### config.mk
export PLATFORM = sky130hd
export DESIGN_NAME = dmi_arbiter
export DESIGN_NICKNAME = d
export VERILOG_FILES = /design/src/rtl/dmi_arbiter_pkg.sv /design/src/rtl/dmi_arbiter_rr_select.sv /design/src/rtl/dmi_arbiter.sv
export SDC_FILE = /design/constraint.sdc
export NUM_CORES = 1
export LEC_CHECK = 0
export BUFFER_PORTS_ARGS = -buffer_cell sky130_fd_sc_hd__buf_2
export CELL_PAD_IN_SITES_DETAIL_PLACEMENT = 1
export CELL_PAD_IN_SITES_GLOBAL_PLACEMENT = 1
export CORE_MARGIN = 3
export CORE_UTILIZATION = 27
export CTS_BUF_LIST = sky130_fd_sc_hd__clkbuf_8
export CTS_CLUSTER_DIAMETER = 80
export DETAILED_ROUTE_END_ITERATION = 12
export PLACE_DENSITY_LB_ADDON = 0.2
export SKIP_LAST_GASP = 1
export SLEW_MARGIN = 10
export SYNTH_ARGS = -nofsm -noshare
export SYNTH_HDL_FRONTEND = slang
export SYNTH_SLANG_ARGS = --single-unit
### constraint.sdc
create_clock -name clk_i -period 1.6 [get_ports clk_i]
set_input_delay 0.08 -clock clk_i [delete_from_list [all_inputs] [get_ports clk_i]]
set_output_delay 0.08 -clock clk_i [all_outputs]
set_load 0.02 [all_outputs]
### src/rtl/dmi_arbiter_pkg.sv
// DMI transport types (package dm) and round-robin helpers for the DMI arbiter
// (package dmi_arbiter_pkg). Optional watchdog in the arbiter: DMI_ARB_TIMEOUT_EN.
package dm;

    typedef enum logic [1:0] {
        DTM_NOP   = 2'h0,
        DTM_READ  = 2'h1,
        DTM_WRITE = 2'h2
    } dtm_op_e;

    // Response code returned to a requester whose transaction was abandoned.
    localparam logic [1:0] DTM_ERR = 2'h2;

    typedef struct packed {
        logic [6:0]  addr;
        dtm_op_e     op;
        logic [31:0] data;
    } dmi_req_t;

    typedef struct packed {
        logic [31:0] data;
        logic [1:0]  resp;
    } dmi_resp_t;

    localparam int unsigned DmiArbTimeoutDefault = 1024;

    typedef enum logic [1:0] {
        ArbIdle,
        ArbReq,
        ArbResp
    } dmi_arb_state_e;

endpackage

package dmi_arbiter_pkg;

    // Next index in a ring of n entries.
    function automatic int unsigned rr_next(input int unsigned idx, input int unsigned n);
        return (idx + 1 >= n) ? 0 : idx + 1;
    endfunction

endpackage

### src/rtl/dmi_arbiter_rr_select.sv
// Round-robin selector: first valid requester at or above the priority pointer,
// wrapping modulo NrReq. Purely combinational.
module dmi_rr_select #(
    parameter int unsigned NrReq = 2,
    parameter int unsigned IdxW  = $clog2(NrReq)
) (
    input  logic [NrReq-1:0] i_valid,
    input  logic [IdxW-1:0]  i_ptr,
    output logic [NrReq-1:0] o_gnt,
    output logic [IdxW-1:0]  o_idx,
    output logic             o_any
);

    logic [IdxW:0] w_cand;
    logic          w_found;

    // Walk the ring starting at the pointer and latch the first valid entry.
    always_comb begin
        o_gnt   = '0;
        o_idx   = '0;
        w_found = 1'b0;
        w_cand  = '0;
        for (int unsigned k = 0; k < NrReq; k++) begin
            w_cand = {1'b0, i_ptr} + (IdxW+1)'(k);
            if (w_cand >= (IdxW+1)'(NrReq)) begin
                w_cand = w_cand - (IdxW+1)'(NrReq);
            end
            if (!w_found && i_valid[w_cand[IdxW-1:0]]) begin
                w_found                   = 1'b1;
                o_idx                     = w_cand[IdxW-1:0];
                o_gnt[w_cand[IdxW-1:0]]   = 1'b1;
            end
        end
        o_any = w_found;
    end

endmodule

### src/rtl/dmi_arbiter.sv
// DMI arbiter: shares one downstream DMI port between NrReq debug transports,
// round-robin, one transaction outstanding, responses routed to the issuer.
// Optional response watchdog with stale-response discard: DMI_ARB_TIMEOUT_EN.
//
//   state   | meaning
//   --------+-----------------------------------------------------------
//   ArbIdle | no transaction; winner of the ring sees req_ready_o
//   ArbReq  | registered request presented downstream, awaiting ready
//   ArbResp | awaiting downstream response, forwarded to the owner
module dmi_arbiter
    import dmi_arbiter_pkg::*;
#(
    parameter int unsigned NrReq         = 2,
    parameter int unsigned IdxW          = $clog2(NrReq),
    parameter int unsigned TimeoutCycles = dm::DmiArbTimeoutDefault
) (
    input  logic                        clk_i,
    input  logic                        rst_ni,
    input  dm::dmi_req_t  [NrReq-1:0]   req_i,
    input  logic          [NrReq-1:0]   req_valid_i,
    output logic          [NrReq-1:0]   req_ready_o,
    output dm::dmi_resp_t [NrReq-1:0]   resp_o,
    output logic          [NrReq-1:0]   resp_valid_o,
    input  logic          [NrReq-1:0]   resp_ready_i,
    output dm::dmi_req_t                dmi_req_o,
    output logic                        dmi_req_valid_o,
    input  logic                        dmi_req_ready_i,
    input  dm::dmi_resp_t               dmi_resp_i,
    input  logic                        dmi_resp_valid_i,
    output logic                        dmi_resp_ready_o,
    output logic                        busy_o,
    output logic          [IdxW-1:0]    owner_o
);

    if (NrReq < 2) begin : g_chk_nrreq
        $error("dmi_arbiter: NrReq must be >= 2");
    end
    if (TimeoutCycles < 2) begin : g_chk_timeout
        $error("dmi_arbiter: TimeoutCycles must be >= 2");
    end

    dm::dmi_arb_state_e r_state;
    dm::dmi_arb_state_e w_state_next;
    logic [IdxW-1:0]    r_owner;
    logic [IdxW-1:0]    r_ptr;
    dm::dmi_req_t       r_dmi_req;
    logic [NrReq-1:0]   w_win_gnt;
    logic [IdxW-1:0]    w_win_idx;
    logic               w_win_any;
    logic               w_owner_ready;
    logic               w_resp_done;

    dmi_rr_select #(
        .NrReq (NrReq),
        .IdxW  (IdxW)
    ) u_rr_select (
        .i_valid (req_valid_i),
        .i_ptr   (r_ptr),
        .o_gnt   (w_win_gnt),
        .o_idx   (w_win_idx),
        .o_any   (w_win_any)
    );

    assign w_owner_ready = resp_ready_i[r_owner];

`ifdef DMI_ARB_TIMEOUT_EN
    localparam int unsigned CntW = $clog2(TimeoutCycles);

    logic [CntW-1:0] r_wd_cnt;
    logic            r_stale;
    logic            w_timeout;

    assign w_timeout   = (r_state == dm::ArbResp) && (r_wd_cnt == CntW'(TimeoutCycles - 1));
    // A response arriving while stale belongs to the abandoned transaction.
    assign w_resp_done = (r_state == dm::ArbResp) &&
                         (w_timeout ? w_owner_ready
                                    : (!r_stale && dmi_resp_valid_i && w_owner_ready));

    // Watchdog counter and stale-response flag.
    always_ff @(posedge clk_i or negedge rst_ni) begin
        if (!rst_ni) begin
            r_wd_cnt <= '0;
            r_stale  <= 1'b0;
        end else begin
            if (r_state == dm::ArbReq && dmi_req_ready_i) begin
                r_wd_cnt <= '0;
            end else if (r_state == dm::ArbResp && !dmi_resp_valid_i && !w_timeout) begin
                r_wd_cnt <= r_wd_cnt + CntW'(1);
            end
            if (w_timeout && w_owner_ready) begin
                r_stale <= 1'b1;
            end else if (r_stale && dmi_resp_valid_i) begin
                r_stale <= 1'b0;
            end
        end
    end
`else
    assign w_resp_done = (r_state == dm::ArbResp) && dmi_resp_valid_i && w_owner_ready;
`endif

    // State register.
    always_ff @(posedge clk_i or negedge rst_ni) begin
        if (!rst_ni) begin
            r_state <= dm::ArbIdle;
        end else begin
            r_state <= w_state_next;
        end
    end

    // Next-state logic.
    always_comb begin
        w_state_next = r_state;
        case (r_state)
            dm::ArbIdle: if (w_win_any)       w_state_next = dm::ArbReq;
            dm::ArbReq:  if (dmi_req_ready_i) w_state_next = dm::ArbResp;
            dm::ArbResp: if (w_resp_done)     w_state_next = dm::ArbIdle;
            default:                          w_state_next = dm::ArbIdle;
        endcase
    end

    // Grant capture, owner tracking and priority rotation.
    always_ff @(posedge clk_i or negedge rst_ni) begin
        if (!rst_ni) begin
            r_owner   <= '0;
            r_ptr     <= '0;
            r_dmi_req <= '0;
        end else begin
            if (r_state == dm::ArbIdle && w_win_any) begin
                r_owner   <= w_win_idx;
                r_dmi_req <= req_i[w_win_idx];
            end
            if (w_resp_done) begin
                r_ptr <= IdxW'(rr_next(32'(r_owner), NrReq));
            end
        end
    end

    // Handshake outputs and combinational response routing.
    always_comb begin
        req_ready_o      = '0;
        dmi_req_valid_o  = 1'b0;
        resp_o           = '0;
        resp_valid_o     = '0;
        dmi_resp_ready_o = 1'b0;
        busy_o           = (r_state != dm::ArbIdle);
        case (r_state)
            dm::ArbIdle: req_ready_o = w_win_gnt;
            dm::ArbReq:  dmi_req_valid_o = 1'b1;
            dm::ArbResp: begin
`ifdef DMI_ARB_TIMEOUT_EN
                if (w_timeout) begin
                    resp_o[r_owner].resp = dm::DTM_ERR;
                    resp_valid_o[r_owner] = 1'b1;
                end else if (!r_stale) begin
                    resp_o[r_owner]       = dmi_resp_i;
                    resp_valid_o[r_owner] = dmi_resp_valid_i;
                    dmi_resp_ready_o      = w_owner_ready;
                end
`else
                resp_o[r_owner]       = dmi_resp_i;
                resp_valid_o[r_owner] = dmi_resp_valid_i;
                dmi_resp_ready_o      = w_owner_ready;
`endif
            end
            default: ;
        endcase
`ifdef DMI_ARB_TIMEOUT_EN
        if (r_stale) begin
            dmi_resp_ready_o = 1'b1;
        end
`endif
    end

    assign dmi_req_o = r_dmi_req;
    assign owner_o   = r_owner;

endmodule

==> results of run 1 <==
==> layer usage <==
metal  part of all wire [%]  wire length [um]
met3                    7.4              1040
met2                     48              6730
met4                    2.9               412
met1                     42              5820
met5                      0                 0
==> timing repair <==
| item | 4_1_cts | 5_1_grt |
|---|---|---|
| buffers inserted | 0 | 4 |
| gates cloned | 0 | 5 |
| gates resized for setup | 1 | 109 |
| setup endpoints to repair | 72 | 71 |
| hold endpoints to repair | 22 | 0 |
| pin swaps | 0 | 1 |
| hold buffers | 1 | 0 |
==> state kept, by name, indices dropped and copies added (netlist names) <==
| signal | flops |
|---|---|
| dmi_req_o | 41 |
| owner_o | 1 |
| r_ptr | 1 |
| r_state | 2 |
==> cell usage after synthesis <==
library cell / instances / area share, %
a2bb2oi_2: 2 / 1.0
nor2b_1: 2 / 0.43
nor2_8: 1 / 0.69
a22o_1: 1 / 0.30
a311oi_1: 41 / 12
dfrtp_1: 45 / 39
o22ai_1: 1 / 0.22
and3_1: 70 / 15
a2bb2oi_1: 39 / 12
buf_1: 1 / 0.13
and2b_1: 1 / 0.26
a21o_1: 1 / 0.26
clkbuf_1: 28 / 3.6
o21ai_0: 32 / 5.5
buf_4: 2 / 0.52
o21ai_1: 10 / 1.7
nor2_4: 1 / 0.39
nand2_1: 4 / 0.52
nand2b_1: 3 / 0.65
nor2_1: 3 / 0.39
mux2i_1: 1 / 0.35
a21oi_1: 1 / 0.17
inv_1: 3 / 0.39
buf_6: 4 / 1.6
a31oi_1: 1 / 0.22
buf_2: 11 / 1.9
or2_0: 1 / 0.22
==> critical path: stages, from the launching register on <==
cell and delay, ns:
dfrtp_1 0.39, buf_4 0.14, nor2b_4 0.13, buf_12 0.14, buf_12 0.15, and3_1 0.18, buf_2 0.16
==> power by group <==
| part | switching [W] | internal, W | leakage (nW) | total [W] |
|---|---|---|---|---|
| Sequential | 0.000350 | 0.00171 | 0.507 | 0.00206 |
| Clock | 0.000432 | 0.000311 | 0.0445 | 0.000743 |
| Combinational | 0.00309 | 0.00244 | 1.93 | 0.00552 |
| Total | 0.00387 | 0.00446 | 2.48 | 0.00832 |
==> logic make-up (layout without fill, tap and decap cells) <==
family	after synthesis	count (layout)
AO/OA/AOI/OAI	129	129
buffers and inverters	49	280
flip-flops	45	45
multiplexers	1	1
other	0	1
AND/OR/NAND/NOR	86	86
==> worst min-delay path by stage <==
| stage | start | endpoint | slack, ns |
|---|---|---|---|
| after global placement | rst_ni | dmi_req_o[27] | 0.11 |
| after global routing | req_i[17] | dmi_req_o[17] | 0.02 |
| after floorplan | rst_ni | dmi_req_o[0] | -0.22 |
| after CTS | req_i[3] | dmi_req_o[3] | 0.01 |
| final | dmi_req_ready_i | r_state[1] | 0.03 |
| after detailed placement | rst_ni | dmi_req_o[27] | 0.12 |
==> cell usage in the layout, fill, tap and decap left out <==
master / instances
o21ai_0: 32
clkbuf_8: 5
inv_6: 1
buf_12: 8
nor2_1: 3
nor2b_4: 1
nand2_1: 4
a311oi_1: 41
clkbuf_16: 2
and3_1: 40
a2bb2oi_2: 2
nand2b_1: 3
buf_4: 21
nor2b_1: 1
a21o_1: 1
mux2i_1: 1
dlygate4sd3_1: 1
diode_2: 1
and3_4: 30
o22ai_1: 1
clkinvlp_4: 1
nor2_4: 1
a22o_1: 1
a2bb2oi_1: 39
o21ai_1: 10
buf_2: 202
nor2_8: 1
or2_4: 1
a21oi_1: 1
a31oi_1: 1
and2b_1: 1
inv_1: 3
clkinv_2: 1
buf_6: 35
dfrtp_1: 45
==> metrics by stage <==
| stage | instance area, sq um | total power [W] | setup WS (ns) | util, % |
|---|---|---|---|---|
| after floorplan | 2890 | 0.00525 | 0.232 | - |
| after global placement | 4250 | 0.00687 | 0.0854 | 41.0 |
| after detailed placement | 4250 | 0.00698 | 0.0156 | 41.0 |
| after CTS | 4360 | 0.00777 | -0.0870 | 42.0 |
| after global routing | 4870 | 0.00890 | -0.134 | 46.9 |
| final | 4870 | 0.00832 | -0.0842 | 46.9 |
==> area by class of cell <==
| class | count | share of cell area [%] |
|---|---|---|
| diodes | 1 | 0.0514 |
| clock buffers | 5 | 1.41 |
| clock inverters | 3 | 0.437 |
| inverters | 3 | 0.231 |
| multi-input cells | 216 | 34.6 |
| flip-flops and latches | 45 | 23.1 |
| well taps | 136 | 3.50 |
| repair buffers | 269 | 36.6 |
==> reports/results.txt, run 1 <==
GR Util met2: 35.1%
Synth Area in Compound Gates: 33.8%
Worst Tran Pin Value: 0.574 ns
Grt met1 use: 26.4%
Height of the die: 109 um
Register area: 1130 sq um
Clock transition at path regs: 0.09 ns
Reg-to-Reg End: dmi_req_o[20]
Worst hold path class: in -> reg
CTS tree: built
Die Wd: 109 um
CP Max Fanout: 18
Slew HR: 61.7%
Post-Synth Adder-Cell Area: 0%
Fmax: 594 MHz
Syn nets: 434
Layout area overhead: 68.7%
Pwr Density: 1710 nW/um^2
First-pass GRT wire length: 19500 um
CTS buffer count: 5
GP Congestion: 0.804
CP Data Required Time: 1.52 ns
Root buf cell: clkbuf_8
Worst-skew pair later-pin latency: 0.30 ns
Rows: 37
Total gr overflow: 0
Vias per std cell: 5.36
Core footprint: 10400 sq um
Worst Setup EP: resp_o[53]
ANT nets after route: 0
WHS: 0.0251 ns
Area of the multi-input gates: 1690 sq um
Largest family of logic cells by synthesized area: compound AO/OA/AOI/OAI gates
Vias in the first global route: 3605
Final Skew: 0.00671 ns
Setup TNS: -4.15 ns
Netlist Area Pre-Place: 2890 sq um
Post-synthesis xor/xnor area fraction: 0%
FILL cells: 1276
I/O Buffers: 240
FF-to-FF path depth: 6
Leak pwr: 2.48 nW
Avg WL per Cell: 20.7 um
Element type at the critical path end: output port
Synth Area in Simple Gates: 18.7%
# setup viols final: 71
CP startpoint kind: flop
Critical path arrival: 1.60 ns
Crit path time final: 1.68 ns
GRT met3 Usage: 4.99%
Most used routing layer: met2
Final nets: 664
Wirelength, routed: 14000 um
Maximum VDD drop: 0.776 mV
Via count: 3637
Status: complete, but fails checks
Mapped Cells: 310
Share of layout cells above drive strength 1: 57.7%
Final Hold Vio Count: 0
Synth unique cells: 27
Largest net degree at the start of global routing: 73
H-tree depth: 2
Failing checks: negative setup slack
Number of detailed-route iterations in the first pass: 4
Unrepaired setup endpoints after global routing: true
Initial antenna violation count: 1
Post-route insts no fill: 678
Die area: 12000 sq um
Fin worst setup slack: -0.0842 ns
Worst hold path depth: 2
Setup CP Type: reg -> out
Ports: 241
Detailed placer's ending HPWL: 9620 um
Worst R2R Start: r_state[1]
Crit. Startpoint: r_state[1]
Synth Area per Inst: 9.31 sq um
Max Root-Sink Buffers: 2
Placed cells: 659
Gr usage total: 20.7%
Synth warn: 0
Tcrit/Tclk final: 105%
Slew Viols, Final: 0
Reg2Reg Setup Slack: 0.03 ns
Starting density of the core: 27.8%
Mux cell area share after synthesis: 0.347%
DRC Markers: 0
#FFs+latches synth: 45
MaxCap Viol Count: 0
Clk sinks: 45
Seq/Total Area, Yosys: 39.0%
Starting DRC count in detailed routing: 181
Note: power is estimated with default switching activity, not from simulation.
==> run 2, diff against run 1 <==
--- a/config.mk
+++ b/config.mk
@@ -14,6 +14,7 @@
 export CTS_CLUSTER_DIAMETER = 80
 export DETAILED_ROUTE_END_ITERATION = 12
 export PLACE_DENSITY_LB_ADDON = 0.2
+export SETUP_SLACK_MARGIN = 0.02
 export SKIP_LAST_GASP = 1
 export SLEW_MARGIN = 10
 export SYNTH_ARGS = -nofsm -noshare
==> reports/results.txt, run 2 (same netlist as run 1, synthesis figures left out) <==
Element type at the critical path end: output port
Final Hold Vio Count: 0
Worst Tran Pin Value: 0.576 ns
Initial antenna violation count: 1
Final nets: 664
Critical path buffers and inverters: 4
Post-route insts no fill: 678
Max Root-Sink Buffers: 2
GRT met3 Usage: 4.99%
Area of the multi-input gates: 1690 sq um
Worst-skew pair later-pin latency: 0.30 ns
Share of layout cells above drive strength 1: 57.7%
CTS tree: built
Worst slack at placement: 0.0156 ns
Avg WL per Cell: 20.7 um
Setup CP Type: reg -> out
Unrepaired setup endpoints after global routing: true
Ports: 241
Largest net degree at the start of global routing: 73
Worst-path cell with the longest stage delay: dfrtp_1
Leak pwr: 2.48 nW
Gr usage total: 20.7%
I/O Buffers: 240
Max reg flops: 41
DRC Markers: 0
First-pass GRT wire length: 19500 um
Maximum VDD drop: 0.776 mV
Die Wd: 109 um
Core footprint: 10400 sq um
Via count: 3633
CP Max Fanout: 18
Worst path top cell family by delay: buffers and inverters
Critical path arrival: 1.60 ns
Crit-path cells: buf_4, nor2b_4, buf_12, buf_12, and3_1, buf_2
Worst hold path class: in -> reg
Setup TNS: -4.16 ns
Most used routing layer: met2
Grt met1 use: 26.4%
Fin worst setup slack: -0.0845 ns
Final Power: 0.00832 W
GR Util met2: 35.1%
# setup viols final: 71
Slew Viols, Final: 0
Final Skew: 0.00671 ns
Slew HR: 61.6%
Total gr overflow: 0
CTS buffer count: 5
Pwr Density: 1710 nW/um^2
Starting DRC count in detailed routing: 158
ANT nets after route: 0
MaxCap Viol Count: 0
Layout area overhead: 68.7%
Starting density of the core: 27.8%
Tcrit/Tclk final: 105%
Crit path time final: 1.68 ns
Failing checks: negative setup slack
Commonest cells after routing, fill and taps aside: 202 x buf_2, 45 x dfrtp_1, 41 x a311oi_1, 40 x and3_1, 39 x a2bb2oi_1
Placed cell area: 4250 sq um
Placed cells: 659
Clk sinks: 45
H-tree depth: 2
Vias per std cell: 5.36
Most common cell on crit path: buf_12
GP Congestion: 0.804
Vias in the first global route: 3606
Fmax: 594 MHz
FILL cells: 1276
Clock transition at path regs: 0.09 ns
Root buf cell: clkbuf_8
Wirelength, routed: 14000 um
CP startpoint kind: flop
Rows: 37
Die area: 12000 sq um
Height of the die: 109 um
Register area: 1130 sq um
Number of detailed-route iterations in the first pass: 4
Status: complete, but fails checks
Largest stage delay, worst path: 0.39 ns
Detailed placer's ending HPWL: 9620 um
CP Data Required Time: 1.52 ns
Commonest non-fill, non-tap cell in the layout: buf_2
Design area: 4870 sq um
run 2: cell counts in the layout (fill, tap and decap cells not counted):
Identical to the previous run, type by type.
run 2: routing by layer:
layer | share of wire, % | vias to the layer above
met5 | 0 | -
met4 | 2.9 | 0
met3 | 7.1 | 25
met2 | 48 | 149
met1 | 42 | 1780
li1 | - | 1679
run 2: power by group:
| part | switching, W | internal [W] |
|---|---|---|
| logic | 0.00308 | 0.00244 |
| registers | 0.000350 | 0.00171 |
| clock network | 0.000432 | 0.000311 |
| total | 0.00387 | 0.00446 |
run 2: final timing paths:
check	start	slack, ns	cells after the start	endpoint
worst min register to register	dmi_req_o[12]	0.54	1	dmi_req_o[12]
min in group asynchronous	rst_ni	0.30	2	dmi_req_o[27]
worst min-delay path	dmi_req_ready_i	0.02	2	r_state[1]
max in group asynchronous	rst_ni	0.76	3	dmi_req_o[26]
worst max register to register	r_state[1]	0.03	6	dmi_req_o[20]
worst max-delay path	r_state[1]	-0.08	6	resp_o[53]
run 2: repair_timing:
item	CTS	global route
hold buffers	1	0
setup buffers	0	4
endpoints found under the hold margin	22	0
cloned	0	5
resized for setup	1	109
endpoints found under the setup margin	74	71
pin swaps	0	1
run 2: through the flow:
step | util (%) | hold slack [ns]
3_3_place_gp | 41.0 | 0.105
2_1_floorplan | - | -0.216
3_5_place_dp | 41.0 | 0.121
4_1_cts | 42.0 | 0.0140
5_1_grt | 46.9 | 0.0245
6_report | 46.9 | 0.0240
run 2: final cells by class:
class / count / area share (%)
repair buffers: 269 / 36.6
diodes: 1 / 0.0514
clock buffers: 5 / 1.41
well taps: 136 / 3.50
inverters: 3 / 0.231
clock inverters: 3 / 0.437
flip-flops and latches: 45 / 23.1
multi-input cells: 216 / 34.6
==> run 3, diff against run 2 <==
--- a/config.mk
+++ b/config.mk
@@ -11,9 +11,10 @@
 export CORE_MARGIN = 3
 export CORE_UTILIZATION = 27
 export CTS_BUF_LIST = sky130_fd_sc_hd__clkbuf_8
-export CTS_CLUSTER_DIAMETER = 80
+export CTS_CLUSTER_DIAMETER = 60
 export DETAILED_ROUTE_END_ITERATION = 12
 export PLACE_DENSITY_LB_ADDON = 0.2
+export REMOVE_ABC_BUFFERS = 1
 export SETUP_SLACK_MARGIN = 0.02
 export SKIP_LAST_GASP = 1
 export SLEW_MARGIN = 10
==> reports/results.txt, run 3 (same netlist as run 1, synthesis figures left out) <==
Status: finished, final reports clean
MaxCap Viol Count: 0
Final nets: 667
Pwr Density: 1730 nW/um^2
Critical path arrival: 1.50 ns
Total gr overflow: 0
Final Power: 0.00852 W
I/O Buffers: 240
Clk sinks: 45
Worst path top cell family by delay: buffers and inverters
Worst slack at placement: 0.0827 ns
Clock transition at path regs: 0.09 ns
First-pass GRT wire length: 19500 um
Finished Core Util: 47.4%
Rows: 37
Gr usage total: 20.6%
Avg WL per Cell: 20.4 um
Worst hold path class: in -> reg
CTS tree: built
Setup TNS: 0 ns
Wirelength, routed: 13900 um
# setup viols final: 0
Die Wd: 109 um
Element type at the critical path end: output port
Setup CP Type: reg -> out
Detailed placer's ending HPWL: 9790 um
Fmax: 634 MHz
Cell-internal power: 0.00470 W
DRC Markers: 0
Critical path buffers and inverters: 3
Layout area overhead: 70.4%
Worst Tran Pin Value: 0.589 ns
Max Root-Sink Buffers: 2
Unrepaired setup endpoints after global routing: true
Ports: 241
Via count: 3632
Tcrit/Tclk final: 98.5%
Worst-skew pair later-pin latency: 0.29 ns
Height of the die: 109 um
H-tree depth: 2
Largest stage delay, worst path: 0.42 ns
ANT cells: 0
Share of layout cells above drive strength 1: 55.7%
Starting density of the core: 27.8%
Crit path time final: 1.58 ns
Maximum VDD drop: 0.608 mV
Power share of the clock group: 10.5%
Net Sw Frac: 44.9%
Max reg flops: 41
Commonest non-fill, non-tap cell in the layout: buf_2
GP Congestion: 0.770
Vias per std cell: 5.34
Final Hold Vio Count: 0
CP Data Required Time: 1.52 ns
Fin worst setup slack: 0.0235 ns
Worst-path cell with the longest stage delay: dfrtp_1
CP Max Fanout: 9
Number of detailed-route iterations in the first pass: 4
Starting DRC count in detailed routing: 197
Largest net degree at the start of global routing: 73
Flop pwr share: 24.3%
Reg2Reg Setup Slack: 0.11 ns
Slew Viols, Final: 0
Slew HR: 60.7%
Leak pwr: 2.54 nW
Initial antenna violation count: 0
Crit-path cells: nor2b_4, buf_12, clkbuf_16, and3_1, buf_4
Combinational power share: 65.2%
Die area: 12000 sq um
Vias in the first global route: 3542
Psw: 0.00383 W
Root buf cell: clkbuf_8
CTS buffer count: 5
ANT nets after route: 0
CP startpoint kind: flop
Core footprint: 10400 sq um
Final Skew: 0.00976 ns
Commonest cells after routing, fill and taps aside: 168 x buf_2, 67 x buf_4, 55 x and3_1, 44 x dfrtp_1, 41 x a311oi_1
[run 3: repair_timing]
action                     in CTS  in global routing
buffers inserted                0                 14
setup endpoints to repair      21                 72
resized for setup               2                116
hold buffers                    1                  0
pin swaps                       0                  1
gates cloned                    0                  6
hold endpoints to repair       22                  0
[run 3: path summary, 6_finish.rpt]
kind / startpoint / to / cells past startpoint
min: req_i[29] / dmi_req_o[29] / 3
max reg2reg: r_state[0] / dmi_req_o[7] / 5
max in group asynchronous: rst_ni / dmi_req_o[40] / 3
min reg2reg: dmi_req_o[8] / dmi_req_o[8] / 1
max: r_state[1] / resp_o[31] / 5
min in group asynchronous: rst_ni / dmi_req_o[1] / 2
[run 3: power groups by stage]
stage,logic (W),clock network [W],registers [W]
floorplan,0.00214,0,0.00272
global placement,0.00478,0,0.00206
detailed placement,0.00490,0,0.00206
CTS,0.00490,0.000934,0.00206
global route,0.00595,0.000979,0.00214
finish,0.00556,0.000894,0.00207
[run 3: worst min-delay path, stage by stage]
cell	delay, ns
buf_2	0.09
o21ai_0	0.06
a2bb2oi_1	0.06
[run 3: layer usage]
layer	vias up	GRT usage, %	routed length, um
li1	1682	-	-
met1	1832	27.0	5980
met2	108	36.1	7090
met3	10	3.17	671
met4	0	3.65	165
met5	-	0	0
[run 3: area by class of cell]
class / instances / area, sq um
fill: 1269 / 5450
timing repair buffer: 272 / 1870
multi-input combinational: 216 / 1620
sequential: 45 / 1130
tap: 136 / 170
clock buffer: 6 / 82.6
clock inverter: 2 / 33.8
inverter: 3 / 11.3
[run 3: per-stage QoR]
stage          instances  instance area (sq um)  hold slack (ns)
2_1_floorplan        264                   2660           -0.216
3_3_place_gp         662                   4280            0.110
3_5_place_dp         662                   4280            0.121
4_1_cts              671                   4410           0.0209
6_report             680                   4920           0.0313
5_1_grt              680                   4920           0.0236
